File: config.mk
export PLATFORM = sky130hd
export DESIGN_NAME = dbg_guv_cmd_tx
export DESIGN_NICKNAME = d
export VERILOG_FILES = /design/src/rtl/dbg_guv_cmd_tx.sv
export SDC_FILE = /design/constraint.sdc
export NUM_CORES = 1
export LEC_CHECK = 0
export CAP_MARGIN = 20
export CORE_ASPECT_RATIO = 0.75
export CORE_UTILIZATION = 50
export CTS_CLUSTER_DIAMETER = 150
export DETAILED_ROUTE_END_ITERATION = 12
export PLACE_DENSITY = 0.74
export SYNTH_ARGS = -nofsm -noshare
export SYNTH_HDL_FRONTEND = slang
export SYNTH_SLANG_ARGS = --single-unit
File: constraint.sdc
create_clock -name clk -period 6.4 [get_ports clk]
set_input_delay 1.28 -clock clk [delete_from_list [all_inputs] [get_ports clk]]
set_output_delay 1.28 -clock clk [all_outputs]
set_load 0.03 [all_outputs]
File: src/rtl/dbg_guv_cmd_tx.sv
// -----------------------------------------------------------------------------
// dbg_guv_cmd_tx
//
// Command transmitter for the head of the dbg_guv daisy chain. It packs a
// framed, backpressured host byte stream into one DATA_WIDTH command word and
// emits it as a single-cycle strobe. The chain controllers cannot apply
// backpressure, so the block also enforces a forced idle gap after each
// command.
//
// Ports
//   clk             sole clock
//   rst             synchronous, active-high reset
//   in_TDATA        host beat (IN_WIDTH bits)
//   in_TVALID       host beat valid
//   in_TREADY       beat accepted when in_TVALID && in_TREADY
//   in_TLAST        last beat of a command message
//   cmd_out_TDATA   last emitted command word (meaningful while TVALID=1)
//   cmd_out_TVALID  one-cycle command strobe, no backpressure
//   cmds_sent       count of emitted commands, wraps
//   err_overflow    one-cycle pulse: message longer than one word
//   err_timeout     one-cycle pulse: partial message discarded after idling
// -----------------------------------------------------------------------------
module dbg_guv_cmd_tx #(
  parameter int DATA_WIDTH = 64,
  parameter int IN_WIDTH   = 8,
  parameter int GAP        = 0,
  parameter int TIMEOUT    = 1023,
  parameter int CNT_SIZE   = 16
) (
  input  logic                  clk,
  input  logic                  rst,
  input  logic [IN_WIDTH-1:0]   in_TDATA,
  input  logic                  in_TVALID,
  output logic                  in_TREADY,
  input  logic                  in_TLAST,
  output logic [DATA_WIDTH-1:0] cmd_out_TDATA,
  output logic                  cmd_out_TVALID,
  output logic [CNT_SIZE-1:0]   cmds_sent,
  output logic                  err_overflow,
  output logic                  err_timeout
);

  localparam int B  = DATA_WIDTH / IN_WIDTH;
  localparam int KW = (B > 1) ? $clog2(B) : 1;
  localparam int TW = (TIMEOUT > 0) ? $clog2(TIMEOUT + 1) : 1;
  localparam int GW = 8;

  typedef enum logic [2:0] {
    S_IDLE,
    S_ASSEMBLE,
    S_SEND,
    S_GAP,
    S_DROP
  } state_e;

  state_e                state_q, state_d;
  logic [KW-1:0]         k_q,     k_d;
  logic [DATA_WIDTH-1:0] asm_q,   asm_d;
  logic [DATA_WIDTH-1:0] word_q,  word_d;
  logic                  ovf_q,   ovf_d;
  logic [TW-1:0]         idle_q,  idle_d;
  logic [GW-1:0]         gap_q,   gap_d;
  logic [CNT_SIZE-1:0]   cnt_q,   cnt_d;
  logic                  eovf_q,  eovf_d;
  logic                  eto_q,   eto_d;
  logic                  accept;

  // Ready depends only on state (and reset), never on in_TVALID.
  assign in_TREADY = !rst && (state_q inside {S_IDLE, S_ASSEMBLE, S_DROP});
  assign accept    = in_TVALID && in_TREADY;

  assign cmd_out_TDATA  = word_q;
  assign cmd_out_TVALID = (state_q == S_SEND);
  assign cmds_sent      = cnt_q;
  assign err_overflow   = eovf_q;
  assign err_timeout    = eto_q;

  always_comb begin
    // NOTE: every signal written here gets a default first, so no path can
    // leave one unassigned and infer a latch.
    state_d = state_q;
    k_d     = k_q;
    asm_d   = asm_q;
    word_d  = word_q;
    ovf_d   = ovf_q;
    idle_d  = idle_q;
    gap_d   = gap_q;
    cnt_d   = cnt_q;
    eovf_d  = 1'b0;
    eto_d   = 1'b0;

    unique case (state_q)
      S_IDLE: begin
        if (accept) begin
          // A new message starts from a cleared word so unfilled beats read 0.
          asm_d                 = '0;
          asm_d[IN_WIDTH-1:0]   = in_TDATA;
          k_d                   = KW'(1);
          idle_d                = '0;
          if (in_TLAST || B == 1) begin
            state_d = S_SEND;
            ovf_d   = (B == 1) && !in_TLAST;
          end else begin
            state_d = S_ASSEMBLE;
          end
        end
      end

      S_ASSEMBLE: begin
        if (accept) begin
          asm_d[int'(k_q) * IN_WIDTH +: IN_WIDTH] = in_TDATA;
          k_d    = k_q + KW'(1);
          idle_d = '0;
          if (in_TLAST) begin
            state_d = S_SEND;
          end else if (k_q == KW'(B - 1)) begin
            // Word is full but the message continues: emit it, drop the rest.
            state_d = S_SEND;
            ovf_d   = 1'b1;
          end
        end else if (TIMEOUT != 0 && idle_q == TW'(TIMEOUT - 1)) begin
          // TIMEOUT complete idle cycles since the last beat: abandon the word.
          state_d = S_IDLE;
          k_d     = '0;
          eto_d   = 1'b1;
        end else begin
          idle_d = idle_q + TW'(1);
        end
      end

      S_SEND: begin
        gap_d = '0;
        if (GAP > 0) state_d = S_GAP;
        else         state_d = ovf_q ? S_DROP : S_IDLE;
      end

      S_GAP: begin
        if (gap_q == GW'(GAP - 1)) state_d = ovf_q ? S_DROP : S_IDLE;
        else                       gap_d   = gap_q + GW'(1);
      end

      S_DROP: begin
        if (accept && in_TLAST) state_d = S_IDLE;
      end

      default: state_d = S_IDLE;
    endcase

    // Entry actions shared by every path into SEND / DROP.
    if (state_d == S_SEND) begin
      word_d = asm_d;
      cnt_d  = cnt_q + CNT_SIZE'(1);
    end
    if (state_d == S_DROP && state_q != S_DROP) begin
      eovf_d = 1'b1;
      ovf_d  = 1'b0;
    end
  end

  // NOTE: sequential state uses non-blocking assignments only, so every
  // register samples the pre-edge value of every other register.
  always_ff @(posedge clk) begin
    if (rst) begin
      state_q <= S_IDLE;
      k_q     <= '0;
      // NOTE: the assembly word is reset too although each message clears it;
      // it keeps the register free of X after reset at negligible cost.
      asm_q   <= '0;
      word_q  <= '0;
      ovf_q   <= 1'b0;
      idle_q  <= '0;
      gap_q   <= '0;
      cnt_q   <= '0;
      eovf_q  <= 1'b0;
      eto_q   <= 1'b0;
    end else begin
      state_q <= state_d;
      k_q     <= k_d;
      asm_q   <= asm_d;
      word_q  <= word_d;
      ovf_q   <= ovf_d;
      idle_q  <= idle_d;
      gap_q   <= gap_d;
      cnt_q   <= cnt_d;
      eovf_q  <= eovf_d;
      eto_q   <= eto_d;
    end
  end

endmodule

### Word-level counts from Yosys, hierarchy flattened

Cells that the tools add are included.

* bits in registers: 171
* word-level logic and storage cells: 83
* input bits: 12
* output and inout bits: 84

* add/subtract/negate cells: 5
* mux-type cells: 32
* shift operators: 2
* equality and inequality tests: 18
* reduce and logical (&&, ||, !) cells: 15
* bitwise operators: 1

Operators by type and width (count)
* $mux 64: 2
* $pmux 64 s2: 1
* $bwmux 64: 1
* $shift 8x33->64 const A: 1
* $shiftx 8x33->64: 1
* $mux 3: 11
* $neg 6->33: 1
* $mux 10: 3
* $pmux 10 s2: 1
* $add 16x1->16 const B: 1
* $pmux 8 s2: 1
* $pmux 3 s5: 1
* $add 10x1->10 const B: 1
* $eq 10x10->1 const B: 1
* $ne 2x2->1 const B: 5
* $eq 3x2->1 const B: 3
* $eq 3x3->1 const B: 3
* $add 8x1->8 const B: 1
* $eq 8x8->1 const B: 1
* $mux 8: 1
* $mux 1: 7
* $ne 3x3->1 const B: 2
* $pmux 3 s2: 1
* $reduce_and 3->1: 2
* other kinds (16): 20

### Depth between registers and ports, before layout

* depth in word-level cells: 10
* gate-level depth with buffers: 9
* depth with buffers taken out: 8

### Worst setup path after synthesis

Ideal clock, no wire load.

* kind: input port to output port
* from: input rst
* to: output in_TREADY
* cell stages on the path: 2
* setup slack: 3.267 ns
* required time: 5.120 ns
* arrival: 1.853 ns
* path buffers: 1
* path through: buf_2 -> a211oi_4

* longest elaborated chain between the ends: 2

Ends and longest elaborated chain
* start, declared: line 31 `input logic rst,`
* $logic_not 1->1: line 69 `assign in_TREADY = !rst && (state_q inside {S_IDLE, S_ASSEMBLE, S_DROP});`
* $logic_and 1x1->1: line 69
* end, declared: line 34 `output logic in_TREADY,`

No other way between the ends.

### Final worst setup path

Same ends and word-level chain as after synthesis.

==> results.py <==
metrics = {
    "detailed_routing": {
        "drt_iter0_drc": 337,
        "viasPerCell": 5.74,
        "via_count": 5783,
        "antenna_left": 0,
        "post_drt_wl_per_cell_um": 16.4,
        "drt-total-wl_mm": 16.6,
        "dr.pass1.iters": 5,
        "drc": 0,
    },
    "min_path": {
        "worstHoldStart": "cmds_sent[15]",
        "min_to": "cmds_sent[15]",
        "whs_path_depth": 1,
        "worstHoldPathType": "register to register",
    },
    "clock_tree": {
        "cts_sinks": 171,
        "cts_tree": "yes",
        "clk_pin_slew_ps": 70,
        "ctsHoldBuffers": 0,
        "cts.repair.resized": 0,
        "numCtsBuffers": 17,
        "cts_root_buf": "clkbuf_16",
        "ctsLongestPathBuffers": 2,
        "cts_post_setup_buffers_inserted": 0,
        "clk_latency_ps": 420,
        "htree_num_levels": 4,
    },
    "synthesis": {
        "yosys.area_share.adder_pct": 1.46,
        "async_flop_share_pct": 0,
        "ys_top_cells_by_area": "dfxtp_1, nor2_1, a211oi_1",
        "syn_avg_cell_area_um2": 9.00,
        "synth_edf_count": 0,
        "synthSimpleGateAreaFrac_pct": 19.3,
        "postSynthCellCount": 760,
        "syn_nets": 780,
        "synth_area_um2": 6840,
        "synth_ff_type": "dfxtp_1",
        "synth_top_area_share_pct": 50.1,
        "synth.mux.area_fraction_pct": 1.92,
        "synth.distinct_cells": 57,
        "synth_top_family_by_area": "simple AND/OR/NAND/NOR gates",
        "ys_warn_count": 0,
        "ys_seq_elements": 171,
        "yosys.area_share.xor_xnor_pct": 3.33,
        "synth_compound_area_share_pct": 19.2,
        "seq_area_frac_synth_pct": 50.1,
        "yosysTopAreaCell": "dfxtp_1",
    },
    "setup_path": {
        "path_class": "primary input to output pin",
        "reg2reg_to": "cmd_out_TDATA[61]",
        "worstSetupEndpointType": "output pin",
        "critical_path_arrival_ps": 2630,
        "ff2ff_setup_slack_ps": 3240,
        "crit_required_ps": 5120,
        "start_kind": "primary input",
        "reg2reg_depth": 5,
        "crit_path_max_fanout": 64,
        "reg2reg_from": "state_q[0]",
    },
    "cells_and_area": {
        "syn2layout_area_growth_pct": 22.5,
        "stdcell_count": 1008,
        "drive_gt1_share_pct": 6.33,
        "layout.nets": 844,
        "antenna_cells": 0,
    },
    "pwr": {
        "p_leak_nw": 2.81,
        "fin_total_pwr_mw": 2.34,
        "cellPowerDensity_nw_per_um2": 279,
        "ir_worst_vdd_mv": 0.264,
    },
    "timing": {
        "fmax_mhz": 256,
        "fin_crit_ps": 3910,
        "tns_ps": 0,
        "finalCritPeriodShare_pct": 61.1,
        "hold_viol": 0,
        "hold_slack_ps": 460,
        "setup_viol": 0,
        "setup_ws_ps": 2490,
        "worstMarginPinSlew_ps": 961,
        "finalMaxSlewViolations": 0,
        "rsz0062_at_grt": "no",
        "max_slew_margin_pct": 35.9,
        "fin_skew_ps": 10.5,
    },
    "floorplanning": {
        "io_pins": 96,
        "die_x_um": 137,
        "rows": 36,
        "core_region_area_um2": 13200,
        "initial_utilization_pct": 52.0,
        "die-area_um2": 14200,
        "die_y_um": 103,
    },
    "global_routing": {
        "grt_pass1_wl_mm": 26.7,
        "overflow": 0,
        "grt_max_degree": 99,
        "grt_pass1_vias": 5430,
        "grt_antenna_before_repair": 0,
        "track_usage_pct": 24.5,
    },
    "outcome": {
        "status": "complete, no violations",
    },
    "flow_run": {
        "max_cap_violations": 0,
    },
    "placed_design": {
        "post-place-ws_ps": 2470,
        "dp.cells": 976,
        "io_buffers": 95,
        "hpwl_mm": 11.1,
        "gp_congestion": 0.859,
    },
}
-- layer usage --
metal,up-vias,routed length (um),global-route usage (%)
li1,2834,-,-
met1,2730,8030,34.1
met2,200,7320,37.6
met3,19,972,4.92
met4,0,244,9.21
met5,-,0,0
-- placed cells by master, fill, tap and decap left out, types with 5 or more instances in the layout --
cell	n
nor2_1	148
mux2i_1	12
nand3_1	16
a21oi_1	29
a22oi_1	15
clkdlybuf4s50_1	94
and2_1	15
nand3b_1	6
nand2_1	36
ha_1	8
inv_1	19
a31oi_1	10
o21ai_0	22
nand4_1	7
a211oi_1	55
or3_1	5
dfxtp_1	171
xnor2_1	25
clkbuf_16	17
nor4_1	9
a221oi_1	15
nor3_1	16
o31a_1	5
a311oi_1	14
buf_4	5
-- critical path: stages --
cell,delay (ps)
buf_4,300
a211oi_4,330
clkdlybuf4s50_1,710
-- registers in the layout, summed over array words and instances (netlist names) --
name and count:
idle_q 10, cmd_out_TDATA 64, k_q 3, cmds_sent 16, gap_q 8, asm_q 64, state_q 3, err_timeout 1
ovf_q 1, err_overflow 1
-- through the flow --
stage	util, %	instance area [um2]
2_1_floorplan	-	6840
3_3_place_gp	59.2	7790
3_5_place_dp	59.2	7790
4_1_cts	63.7	8380
5_1_grt	63.7	8380
6_report	63.7	8380
-- cell usage after synthesis (2+ instances only) --
cell,count
dfxtp_1,171
nor2_1,148
a211oi_1,55
nand2_1,36
clkbuf_1,34
a21oi_1,29
xnor2_1,25
o21ai_0,22
inv_1,19
buf_2,16
nand3_1,16
nor3_1,16
a221oi_1,15
a22oi_1,15
and2_1,15
a311oi_1,14
mux2i_1,12
a31oi_1,10
nor4_1,9
ha_1,8
nand4_1,7
nand3b_1,6
o31a_1,5
or3_1,5
or2_2,4
and3_1,3
buf_6,3
nand2b_1,3
nor2_2,3
o21a_1,3
and4_1,2
nor2b_1,2
nor3_2,2
o2bb2ai_1,2
o31ai_1,2
o32ai_1,2
-- final cells by class --
class                      count  area, um2
clock buffer                  18        429
clock inverter                14        160
tap                          171        214
multi-input combinational    516       3100
inverter                      19       71.3
sequential                   171       3420
timing repair buffer          99        978
fill                        1080       4780
-- power breakdown --
part / leakage [nW] / internal (mW) / switching, mW
clock network: 0.286 / 0.585 / 0.439
logic: 1.14 / 0.0718 / 0.139
registers: 1.39 / 1.09 / 0.0176
total: 2.81 / 1.75 / 0.595
-- logic make-up (layout without fill, tap and decap cells) --
| group | after synthesis | count (layout) |
|---|---|---|
| flops | 171 | 171 |
| compound gates | 184 | 184 |
| buf+inv | 73 | 150 |
| simple gates | 285 | 285 |
| mux | 13 | 13 |
| xor+xnor | 26 | 26 |
| fa+ha+maj | 8 | 8 |
-- worst max-delay path by stage --
| stage | startpoint | to | slack (ps) | cells past startpoint |
|---|---|---|---|---|
| after floorplan | rst | in_TREADY | 3270 | 2 |
| final | rst | in_TREADY | 2490 | 3 |
| after CTS | rst | in_TREADY | 2480 | 3 |
| after detailed placement | rst | in_TREADY | 2470 | 3 |
| after global routing | rst | in_TREADY | 2410 | 3 |
| after global placement | rst | in_TREADY | 2490 | 3 |
Note: power is estimated with default switching activity, not from simulation.
